**src/rtl/seq_bus_player_if.sv**
```systemverilog
// Register-write bus shared by the host port, the step sequencer and the signal generator.
// The player owns the master side; host requests come in and generator writes go out.
interface seq_bus_player_if;
   logic       host_we;
   logic [2:0] host_addr;
   logic [4:0] host_data;
   logic       host_ready;
   logic       write_strobe;
   logic [2:0] address;
   logic [4:0] data;

   modport master (
      input  host_we, host_addr, host_data,
      output host_ready, write_strobe, address, data
   );

   modport slave (
      output host_we, host_addr, host_data,
      input  host_ready, write_strobe, address, data
   );
endinterface

```
**src/rtl/seq_bus_player.sv**
```systemverilog
// Step sequencer that replays a pattern as register-write bursts (noteA, noteB, enables)
// and arbitrates host writes onto the same generator bus, sequencer first.
module seq_bus_player #(
   parameter int STEPS = 16,
   parameter int SW    = 4
) (
   input  logic            clk,
   input  logic            rst,
   input  logic            start,
   input  logic            stop,
   input  logic [15:0]     tempo,
   input  logic            cfg_we,
   input  logic [SW-1:0]   cfg_addr,
   input  logic [13:0]     cfg_data,
   seq_bus_player_if.master bus,
   output logic            playing,
   output logic [SW-1:0]   step_o
);

   typedef enum logic [2:0] {IDLE, WR_A, WR_B, WR_EN, WAIT, MUTE} state_t;

   state_t        state;
   state_t        next_state;
   logic [13:0]   pattern [STEPS];
   logic [13:0]   step_word;
   logic [SW-1:0] idx;
   logic [SW-1:0] entry_idx;
   logic [SW-1:0] adv_idx;
   logic [15:0]   period;
   logic [15:0]   count;
   logic          stop_pending;
   logic          stop_any;
   logic          mute_done;
   logic          seq_now;
   logic          seq_next;

   // Each bus-owning state produces its strobe in the following cycle, so the host is
   // locked out both while in such a state and on the cycle that transitions into one.
   always_comb begin
      next_state = state;
      stop_any   = stop | stop_pending;
      entry_idx  = (state == IDLE) ? '0 : idx;
      adv_idx    = (step_word[13] || idx == SW'(STEPS - 1)) ? '0 : idx + SW'(1);
      case (state)
         IDLE:    if (start && !stop) next_state = WR_A;
         WR_A:    next_state = WR_B;
         WR_B:    next_state = WR_EN;
         WR_EN:   next_state = stop_any ? MUTE : WAIT;
         WAIT: begin
            if (stop_any)
               next_state = MUTE;
            else if (count == period - 16'd1)
               next_state = WR_A;
         end
         MUTE:    next_state = IDLE;
         default: next_state = IDLE;
      endcase
      seq_now        = state inside {WR_A, WR_B, WR_EN, MUTE};
      seq_next       = next_state inside {WR_A, WR_B, WR_EN, MUTE};
      bus.host_ready = !(seq_now || seq_next);
   end

   always_ff @(posedge clk) begin
      if (rst) begin
         state            <= IDLE;
         count            <= '0;
         period           <= 16'd4;
         step_word        <= '0;
         idx              <= '0;
         step_o           <= '0;
         stop_pending     <= 1'b0;
         mute_done        <= 1'b0;
         playing          <= 1'b0;
         bus.write_strobe <= 1'b0;
         bus.address      <= '0;
         bus.data         <= '0;
         for (int i = 0; i < STEPS; i++) pattern[i] <= '0;
      end else begin
         state <= next_state;
         count <= (next_state == WR_A) ? '0 : count + 16'd1;
         if (cfg_we) pattern[cfg_addr] <= cfg_data;

         // The step word and tempo are frozen at burst start; a same-edge cfg write lands later.
         if (next_state == WR_A) begin
            idx       <= entry_idx;
            step_word <= pattern[entry_idx];
            step_o    <= entry_idx;
            period    <= (tempo < 16'd4) ? 16'd4 : tempo;
         end
         if (state == WR_EN) idx <= adv_idx;

         if (next_state == MUTE || state == IDLE)
            stop_pending <= 1'b0;
         else if (stop)
            stop_pending <= 1'b1;

         mute_done <= (state == MUTE);
         if (mute_done) playing <= 1'b0;
         if (next_state == WR_A) playing <= 1'b1;

         bus.write_strobe <= 1'b0;
         bus.address      <= '0;
         bus.data         <= '0;
         case (state)
            WR_A: begin
               bus.write_strobe <= 1'b1;
               bus.address      <= 3'd0;
               bus.data         <= step_word[4:0];
            end
            WR_B: begin
               bus.write_strobe <= 1'b1;
               bus.address      <= 3'd1;
               bus.data         <= step_word[9:5];
            end
            WR_EN: begin
               bus.write_strobe <= 1'b1;
               bus.address      <= 3'd5;
               bus.data         <= {2'b00, step_word[12:10]};
            end
            MUTE: begin
               bus.write_strobe <= 1'b1;
               bus.address      <= 3'd5;
               bus.data         <= 5'd0;
            end
            default: begin
               if (bus.host_we && bus.host_ready) begin
                  bus.write_strobe <= 1'b1;
                  bus.address      <= bus.host_addr;
                  bus.data         <= bus.host_data;
               end
            end
         endcase
      end
   end

endmodule

```
**src/flat_wrapper.sv**
```systemverilog
// flat-port wrapper written by rule: the top's interface ports become plain ports
module seq_bus_player_flat 
#(
   parameter int STEPS = 16,
   parameter int SW    = 4
)
  (clk, rst, start, stop, tempo, cfg_we, cfg_addr, cfg_data, playing, step_o, bus_host_we, bus_host_addr, bus_host_data, bus_host_ready, bus_write_strobe, bus_address, bus_data);
  seq_bus_player_if bus_i ();
  input  logic clk;
  input  logic rst;
  input  logic start;
  input  logic stop;
  input  logic [15:0] tempo;
  input  logic cfg_we;
  input  logic [SW-1:0] cfg_addr;
  input  logic [13:0] cfg_data;
  output logic playing;
  output logic [SW-1:0] step_o;
  input wire logic [$bits(bus_i.host_we)-1:0] bus_host_we;
  input wire logic [$bits(bus_i.host_addr)-1:0] bus_host_addr;
  input wire logic [$bits(bus_i.host_data)-1:0] bus_host_data;
  output wire logic [$bits(bus_i.host_ready)-1:0] bus_host_ready;
  output wire logic [$bits(bus_i.write_strobe)-1:0] bus_write_strobe;
  output wire logic [$bits(bus_i.address)-1:0] bus_address;
  output wire logic [$bits(bus_i.data)-1:0] bus_data;
  assign bus_i.host_we = bus_host_we;
  assign bus_i.host_addr = bus_host_addr;
  assign bus_i.host_data = bus_host_data;
  assign bus_host_ready = bus_i.host_ready;
  assign bus_write_strobe = bus_i.write_strobe;
  assign bus_address = bus_i.address;
  assign bus_data = bus_i.data;
  seq_bus_player #(.STEPS(STEPS), .SW(SW)) u_core (.clk(clk), .rst(rst), .start(start), .stop(stop), .tempo(tempo), .cfg_we(cfg_we), .cfg_addr(cfg_addr), .cfg_data(cfg_data), .bus(bus_i), .playing(playing), .step_o(step_o));
endmodule
```
**config.mk**
```make
export PLATFORM = sky130hd
export DESIGN_NAME = seq_bus_player_flat
export DESIGN_NICKNAME = d
export VERILOG_FILES = /design/src/rtl/seq_bus_player_if.sv /design/src/rtl/seq_bus_player.sv /design/src/flat_wrapper.sv
export SDC_FILE = /design/constraint.sdc
export NUM_CORES = 1
export LEC_CHECK = 0
export CORE_MARGIN = 1
export CORE_UTILIZATION = 49
export DETAILED_ROUTE_END_ITERATION = 8
export DONT_BUFFER_PORTS = 1
export HOLD_SLACK_MARGIN = 0.12
export PLACE_DENSITY = 0.7
export SLEW_MARGIN = 10
export SYNTH_ARGS = -nofsm -noshare
export SYNTH_HDL_FRONTEND = slang
export SYNTH_SLANG_ARGS = --single-unit
export TNS_END_PERCENT = 50
```
**constraint.sdc**
```tcl
create_clock -name clk -period 4.4 [get_ports clk]
set_input_delay 0.66 -clock clk [delete_from_list [all_inputs] [get_ports clk]]
set_output_delay 0.66 -clock clk [all_outputs]
set_load 0.01 [all_outputs]
```
==> results of run 1 <==
cell type report:
type | count | area, µm² | share of cell area
clock inverter | 14 | 88.8 | 0.00580
multi-input combinational | 829 | 5560 | 0.362
sequential | 293 | 8110 | 0.529
inverter | 12 | 45.0 | 0.00294
timing repair buffer | 27 | 215 | 0.0140
tap | 378 | 473 | 0.0309
clock buffer | 40 | 840 | 0.0548
layout by cell type (no fill, tap or decap), types with 5 or more instances in the layout:
cell	instances
nand3_1	23
clkbuf_1	6
and2_1	227
mux2i_1	41
a221oi_1	14
inv_1	12
nand4_1	6
a211oi_2	14
nand2_1	41
a21oi_1	67
o21ai_1	12
nor4_1	6
a31oi_1	32
and3_1	9
nor2b_1	18
nor3_1	26
nor2_1	76
o221ai_1	14
clkinv_1	8
nand3b_1	5
dfxtp_1	67
or2_2	5
xnor2_1	11
a32o_1	5
a22o_1	7
clkbuf_16	31
edfxtp_1	224
o21ai_0	38
xor2_1	16
mux2_2	61
nand2b_1	6
buf_4	26
power by group:
part	internal, µW	leakage, µW	total (µW)	switching, µW
sequential	3130	0.00270	3200	74.7
clock	1380	0.000458	2420	1040
combinational	163	0.00221	424	261
worst paths after layout:
check | from | end | slack [ns] | cells after the start
max | u_core.period[0]$_SDFFE_PP0P_ | bus_host_ready | 0.50 | 8
min | rst | u_core.period[7]$_SDFFE_PP0P_ | 0.18 | 1
max reg2reg | u_core.period[0]$_SDFFE_PP0P_ | u_core.period[8]$_SDFFE_PP0P_ | 0.88 | 10
min reg2reg | u_core.mute_done$_SDFF_PP0_ | u_core.playing$_SDFFE_PP0P_ | 0.50 | 3
cells by family (layout without fill, tap and decap cells):
group / after synthesis / after routing / share of synthesized area
and+or+nand+nor: 462 / 462 / 0.183
DFF: 293 / 293 / 0.574
AOI/OAI and AO/OA: 235 / 235 / 0.113
buffers and inverters: 108 / 93 / 0.0325
muxes: 102 / 102 / 0.0777
xor gates and xnor gates: 27 / 27 / 0.0168
adders and majority gates: 3 / 3 / 0.00266
routing by layer:
| layer | track usage | vias to the layer above |
|---|---|---|
| li1 | - | 4408 |
| met1 | 0.316 | 4598 |
| met2 | 0.391 | 386 |
| met3 | 0.0341 | 73 |
| met4 | 0.0816 | 0 |
| met5 | 0 | - |
sequential cells by signal, indices dropped and copies added, names as in the netlist:
name                     flops
u_core.step_word            14
u_core.bus.address           3
u_core.stop_pending          1
u_core.step_o                4
u_core.pattern             224
u_core.bus.write_strobe      1
u_core.playing               1
u_core.count                16
u_core.mute_done             1
u_core.idx                   4
u_core.state                 3
u_core.period               16
u_core.bus.data              5
stage by stage:
stage	setup slack, ns	area [µm²]	utilization	hold slack [ns]	cells
after floorplan	1.37	14100	-	0.447	1230
after global placement	0.991	14400	0.513	0.480	1539
after detailed placement	0.945	14400	0.513	0.485	1539
after CTS	0.500	15300	0.546	0.155	1593
after global routing	0.266	15300	0.546	0.167	1593
final	0.499	15300	0.546	0.184	1593
==> summary.txt, run 1 <==
max layer used: met4
RSZ-0062 raised after global routing: no
# fillers: 2371
Syn Nets: 1281
DRT iter0 DRCs: 893
CTS tree: built
number of synthesized flops with an enable pin: 224
Final Max Slew Viols: 0
layout cells sized above 1: 0.128
met3 routed WL: 2.55 mm
final setup fails: 0
Top Ports: 63
Placer Congestion: 0.885
area delta synth->final: 8.58%
largest net degree at the start of global routing: 67
TritonRoute pass-1 iters: 6
Worst-Margin Slew: 1.18 ns
drt via density: 5.94
pwr/cell area: 394 nW/µm²
Resize count post-CTS: 0
first-pass GRT wire length: 52.2 mm
sequential fraction of the synthesis area: 0.574
Final Net Count: 1245
Slowest cell on crit path: a2111oi_4
area leader, netlist: edfxtp_1
met2 routed wirelength: 16.0 mm
vias in the first global route: 9166
number of H-tree levels: 1
CTS buffer count: 31
ys flop type: edfxtp_1
Max Fclk: 256 MHz
clock latency on the worst-skew pair: 0.56 ns
gr ovfl total: 0
Peak VDD IR: 274 µV
Synth Warn #: 0
Setup Crit Path Kind: reg -> out
Final Hold Fails: 0
hold buffers post-CTS: 0
class of the worst hold path: in -> reg
Clock Sinks: 293
crit path DAT: 3.24 ns
syn avg cell area: 11.5 µm²
synthesized flop and latch total: 293
Setup TNS: 0 ns
ANT cells: 0
Setup Skew: 0.0238 ns
setup bufs post-CTS: 0
Die Y: 172 µm
status: complete, no violations
initial antenna violation count: 2
Die W: 172 µm
CTS Root Cell: clkbuf_16
vias: 9465
core area: 28100 µm²
CP max FO: 7
slowest cell delay on critical path: 0.46 ns
Max Root-Sink Buffers: 3
Post-DP HPWL: 22.0 mm
CP Buf/Inv Count: 1
min cycle time layout: 3.90 ns
Power, Total: 6050 µW
synthesized area: 14100 µm²
ranking of synthesized cells by area: edfxtp_1 (48%), and2_1 (10%), dfxtp_1 (9.8%), mux2_2 (4.9%), mux2i_1 (2.9%)
CP delay by family, top: compound AO/OA/AOI/OAI gates
Max Cap Viol: 0
CP cell instances: inv_1 -> ha_1 -> nor4b_4 -> nand4_1 -> or4_4 -> a2111oi_4 -> a21oi_1 -> a21bo_1
total wire length: 34.3 mm
clock-pin transition on the worst setup and hold timing paths: 0.06 ns
Critical Path Source Type: flop
Synth async-reset ratio: 0
most common cell in the netlist: and2_1
final period utilization: 0.887
Routed Antenna Nets: 0
cell count after synthesis: 1230
GRT Overall Usage: 0.236
num rows: 61
drt drc: 0
initial core utilization: 0.503
Worst slew margin: 0.205
count of different cell masters after synthesis: 62
WL met1: 14.8 mm
Die ar.: 29500 µm²
most common library cells after synthesis: and2_1 (227), edfxtp_1 (224), clkbuf_1 (81), nor2_1 (76), dfxtp_1 (69)
Leakage: 0.00536 µW
critical path required time: 3.74 ns
I/O Buffers: 0
Synth top area share: 0.477
Critical Path End Type: primary output
Avg WL per Cell: 21.6 µm
Note: power is estimated with default switching activity, not from simulation.
==> run 2, diff against run 1 <==
--- a/config.mk
+++ b/config.mk
@@ -5,13 +5,14 @@
 export SDC_FILE = /design/constraint.sdc
 export NUM_CORES = 1
 export LEC_CHECK = 0
+export ABC_CLOCK_PERIOD_IN_PS = 4400
 export CORE_MARGIN = 1
 export CORE_UTILIZATION = 49
 export DETAILED_ROUTE_END_ITERATION = 8
 export DONT_BUFFER_PORTS = 1
 export HOLD_SLACK_MARGIN = 0.12
 export PLACE_DENSITY = 0.7
-export SLEW_MARGIN = 10
+export SLEW_MARGIN = 20
 export SYNTH_ARGS = -nofsm -noshare
 export SYNTH_HDL_FRONTEND = slang
 export SYNTH_SLANG_ARGS = --single-unit
==> run 2 against run 1 <==
- final cell count unchanged
- count of clock-buffer cells in the layout unchanged
- fmax about the same
- flip-flop and latch count unchanged
==> summary.txt, run 2 (synthesis gave the netlist of run 1 again) <==
CTS tree: built
CP max FO: 7 (unchanged)
core area: 28100 µm² (unchanged)
Reg-to-Reg End: u_core.period[8]$_SDFFE_PP0P_
initial antenna violation count: 2 (unchanged)
class of the worst hold path: in -> reg
clock latency on the worst-skew pair: 0.56 ns (about the same)
Top Ports: 63 (unchanged)
Final WS setup: 0.500 ns (+0.00114 ns)
Setup Skew: 0.0219 ns (-0.00185 ns)
Worst R2R Start: u_core.period[0]$_SDFFE_PP0P_
Resize count post-CTS: 0 (unchanged)
Reg with most FFs: u_core.pattern
Final Net Count: 1245 (unchanged)
setup bufs post-CTS: 0 (unchanged)
layout cells sized above 1: 0.129 (+0.000823)
gr ovfl total: 0 (unchanged)
critical path required time: 3.74 ns (about the same)
largest net degree at the start of global routing: 67 (unchanged)
area delta synth->final: 8.61% (about the same)
I/O Buffers: 0 (unchanged)
number of H-tree levels: 1 (unchanged)
Die ar.: 29500 µm² (unchanged)
RSZ-0062 raised after global routing: no
drt via density: 5.93 (-0.24%)
CTS buffer count: 31 (unchanged)
status: complete, no violations
final period utilization: 0.886 (about the same)
Final Max Slew Viols: 0 (unchanged)
Die W: 172 µm (unchanged)
Setup TNS: 0 ns (unchanged)
min cycle time layout: 3.90 ns (-0.00114 ns)
TritonRoute pass-1 iters: 5 (-1)
pwr/cell area: 394 nW/µm² (about the same)
flop2flop setup slack: 0.88 ns (about the same)
crit path DAT: 3.24 ns (about the same)
Die Y: 172 µm (unchanged)
Leakage: 0.00536 µW (about the same)
Max Cap Viol: 0 (unchanged)
commonest non-fill, non-tap cells in the layout: and2_1 (227), edfxtp_1 (224), nor2_1 (76)
Critical Path End Type: primary output
area taken by multi-input logic gates: 5560 µm² (about the same)
Final Hold Fails: 0 (unchanged)
initial core utilization: 0.503 (unchanged)
CP cell instances: inv_1 -> ha_1 -> nor4b_4 -> nand4_1 -> or4_4 -> a2111oi_4 -> a21oi_1 -> a21bo_1
Clock Sinks: 293 (unchanged)
DRT iter0 DRCs: 858 (-3.9%)
GRT Overall Usage: 0.236 (unchanged)
Power, Total: 6040 µW (about the same)
# fillers: 2371 (unchanged)
Max Root-Sink Buffers: 3 (unchanged)
Hold Crit Depth: 1 (unchanged)
vias in the first global route: 9166 (unchanged)
first-pass GRT wire length: 52.2 mm (unchanged)
largest registers: u_core.pattern: 224 flops, u_core.count: 16 flops, u_core.period: 16 flops
Slowest cell on crit path: a2111oi_4
Avg WL per Cell: 21.6 µm (about the same)
Hold EP: u_core.period[7]$_SDFFE_PP0P_
max reg flops: 224 (unchanged)
Critical Path Source Type: flop
Post-DP HPWL: 22.0 mm (unchanged)
num rows: 61 (unchanged)
vias: 9442 (-0.24%)
Worst R2R Path Depth: 10 (unchanged)
hold buffers post-CTS: 0 (unchanged)
Setup Crit Path Kind: reg -> out
final setup fails: 0 (unchanged)
pre-CTS WS: 0.945 ns (unchanged)
Max Fclk: 256 MHz (about the same)
Routed Antenna Nets: 0 (unchanged)
ANT cells: 0 (unchanged)
slowest cell delay on critical path: 0.46 ns (about the same)
most common cell after layout, fill and taps aside: and2_1
Peak VDD IR: 274 µV (about the same)
Worst Hold Launch: rst
CTS Root Cell: clkbuf_16
Hold Slack: 0.183 ns (-0.000327 ns)
Worst-Margin Slew: 0.981 ns (-0.203 ns)
Placer Congestion: 0.885 (unchanged)
total wire length: 34.3 mm (about the same)
drt drc: 0 (unchanged)
Worst slew margin: 0.344 (+0.139)
clock-pin transition on the worst setup and hold timing paths: 0.06 ns (about the same)
Reg area: 8110 µm² (unchanged)
-- run 2: worst max-delay path, delay by kind of cell, from the launching register on --
kind	cells	cell delay (ns)
buffers and inverters	1	0.09
flip-flops	1	0.36
AND/OR/NAND/NOR	3	0.98
AO/OA/AOI/OAI	3	0.99
adder cells (fa/ha/maj)	1	0.26
-- run 2: layer usage --
metal | vias up | wire, µm | GRT usage
met5 | - | 0 | 0
met4 | 0 | 1020 | 0.0816
met3 | 69 | 2560 | 0.0341
met2 | 387 | 16000 | 0.391
met1 | 4581 | 14800 | 0.316
li1 | 4405 | - | -
-- run 2: where the power goes --
group | switching, µW | total, µW | internal, µW
combinational | 261 | 425 | 163
sequential | 74.6 | 3200 | 3130
clock | 1030 | 2420 | 1380
-- run 2: through the flow --
stage,utilization,cells,cell area [µm²]
after floorplan,-,1230,14100
after global placement,0.513,1539,14400
after detailed placement,0.513,1539,14400
after CTS,0.546,1593,15300
after global routing,0.546,1593,15300
final,0.546,1593,15300
-- run 2: how the worst max path moves through the flow --
stage	startpoint	endpoint	slack, ns	cells after the start
finish	u_core.period[0]$_SDFFE_PP0P_	bus_host_ready	0.50	8
floorplan	u_core.period[0]$_SDFFE_PP0P_	bus_host_ready	1.37	8
CTS	u_core.period[0]$_SDFFE_PP0P_	bus_host_ready	0.50	8
detailed placement	u_core.period[0]$_SDFFE_PP0P_	u_core.count[12]$_SDFF_PP0_	0.95	9
global route	u_core.period[0]$_SDFFE_PP0P_	bus_host_ready	0.27	9
global placement	u_core.period[0]$_SDFFE_PP0P_	u_core.count[2]$_SDFF_PP0_	0.99	9
-- run 2: final cells by class --
class / instances / share of cell area
tap: 378 / 0.0308
multi-input combinational: 829 / 0.363
clock buffer: 40 / 0.0548
sequential: 293 / 0.529
timing repair buffer: 27 / 0.0140
clock inverter: 14 / 0.00579
inverter: 12 / 0.00294
==> run 3, diff against run 2 <==
--- a/config.mk
+++ b/config.mk
@@ -10,6 +10,7 @@
 export CORE_UTILIZATION = 49
 export DETAILED_ROUTE_END_ITERATION = 8
 export DONT_BUFFER_PORTS = 1
+export GPL_ROUTABILITY_DRIVEN = 0
 export HOLD_SLACK_MARGIN = 0.12
 export PLACE_DENSITY = 0.7
 export SLEW_MARGIN = 20
==> results of run 3 <==
Final layout, timing and power as in run 2 (identical DEF).
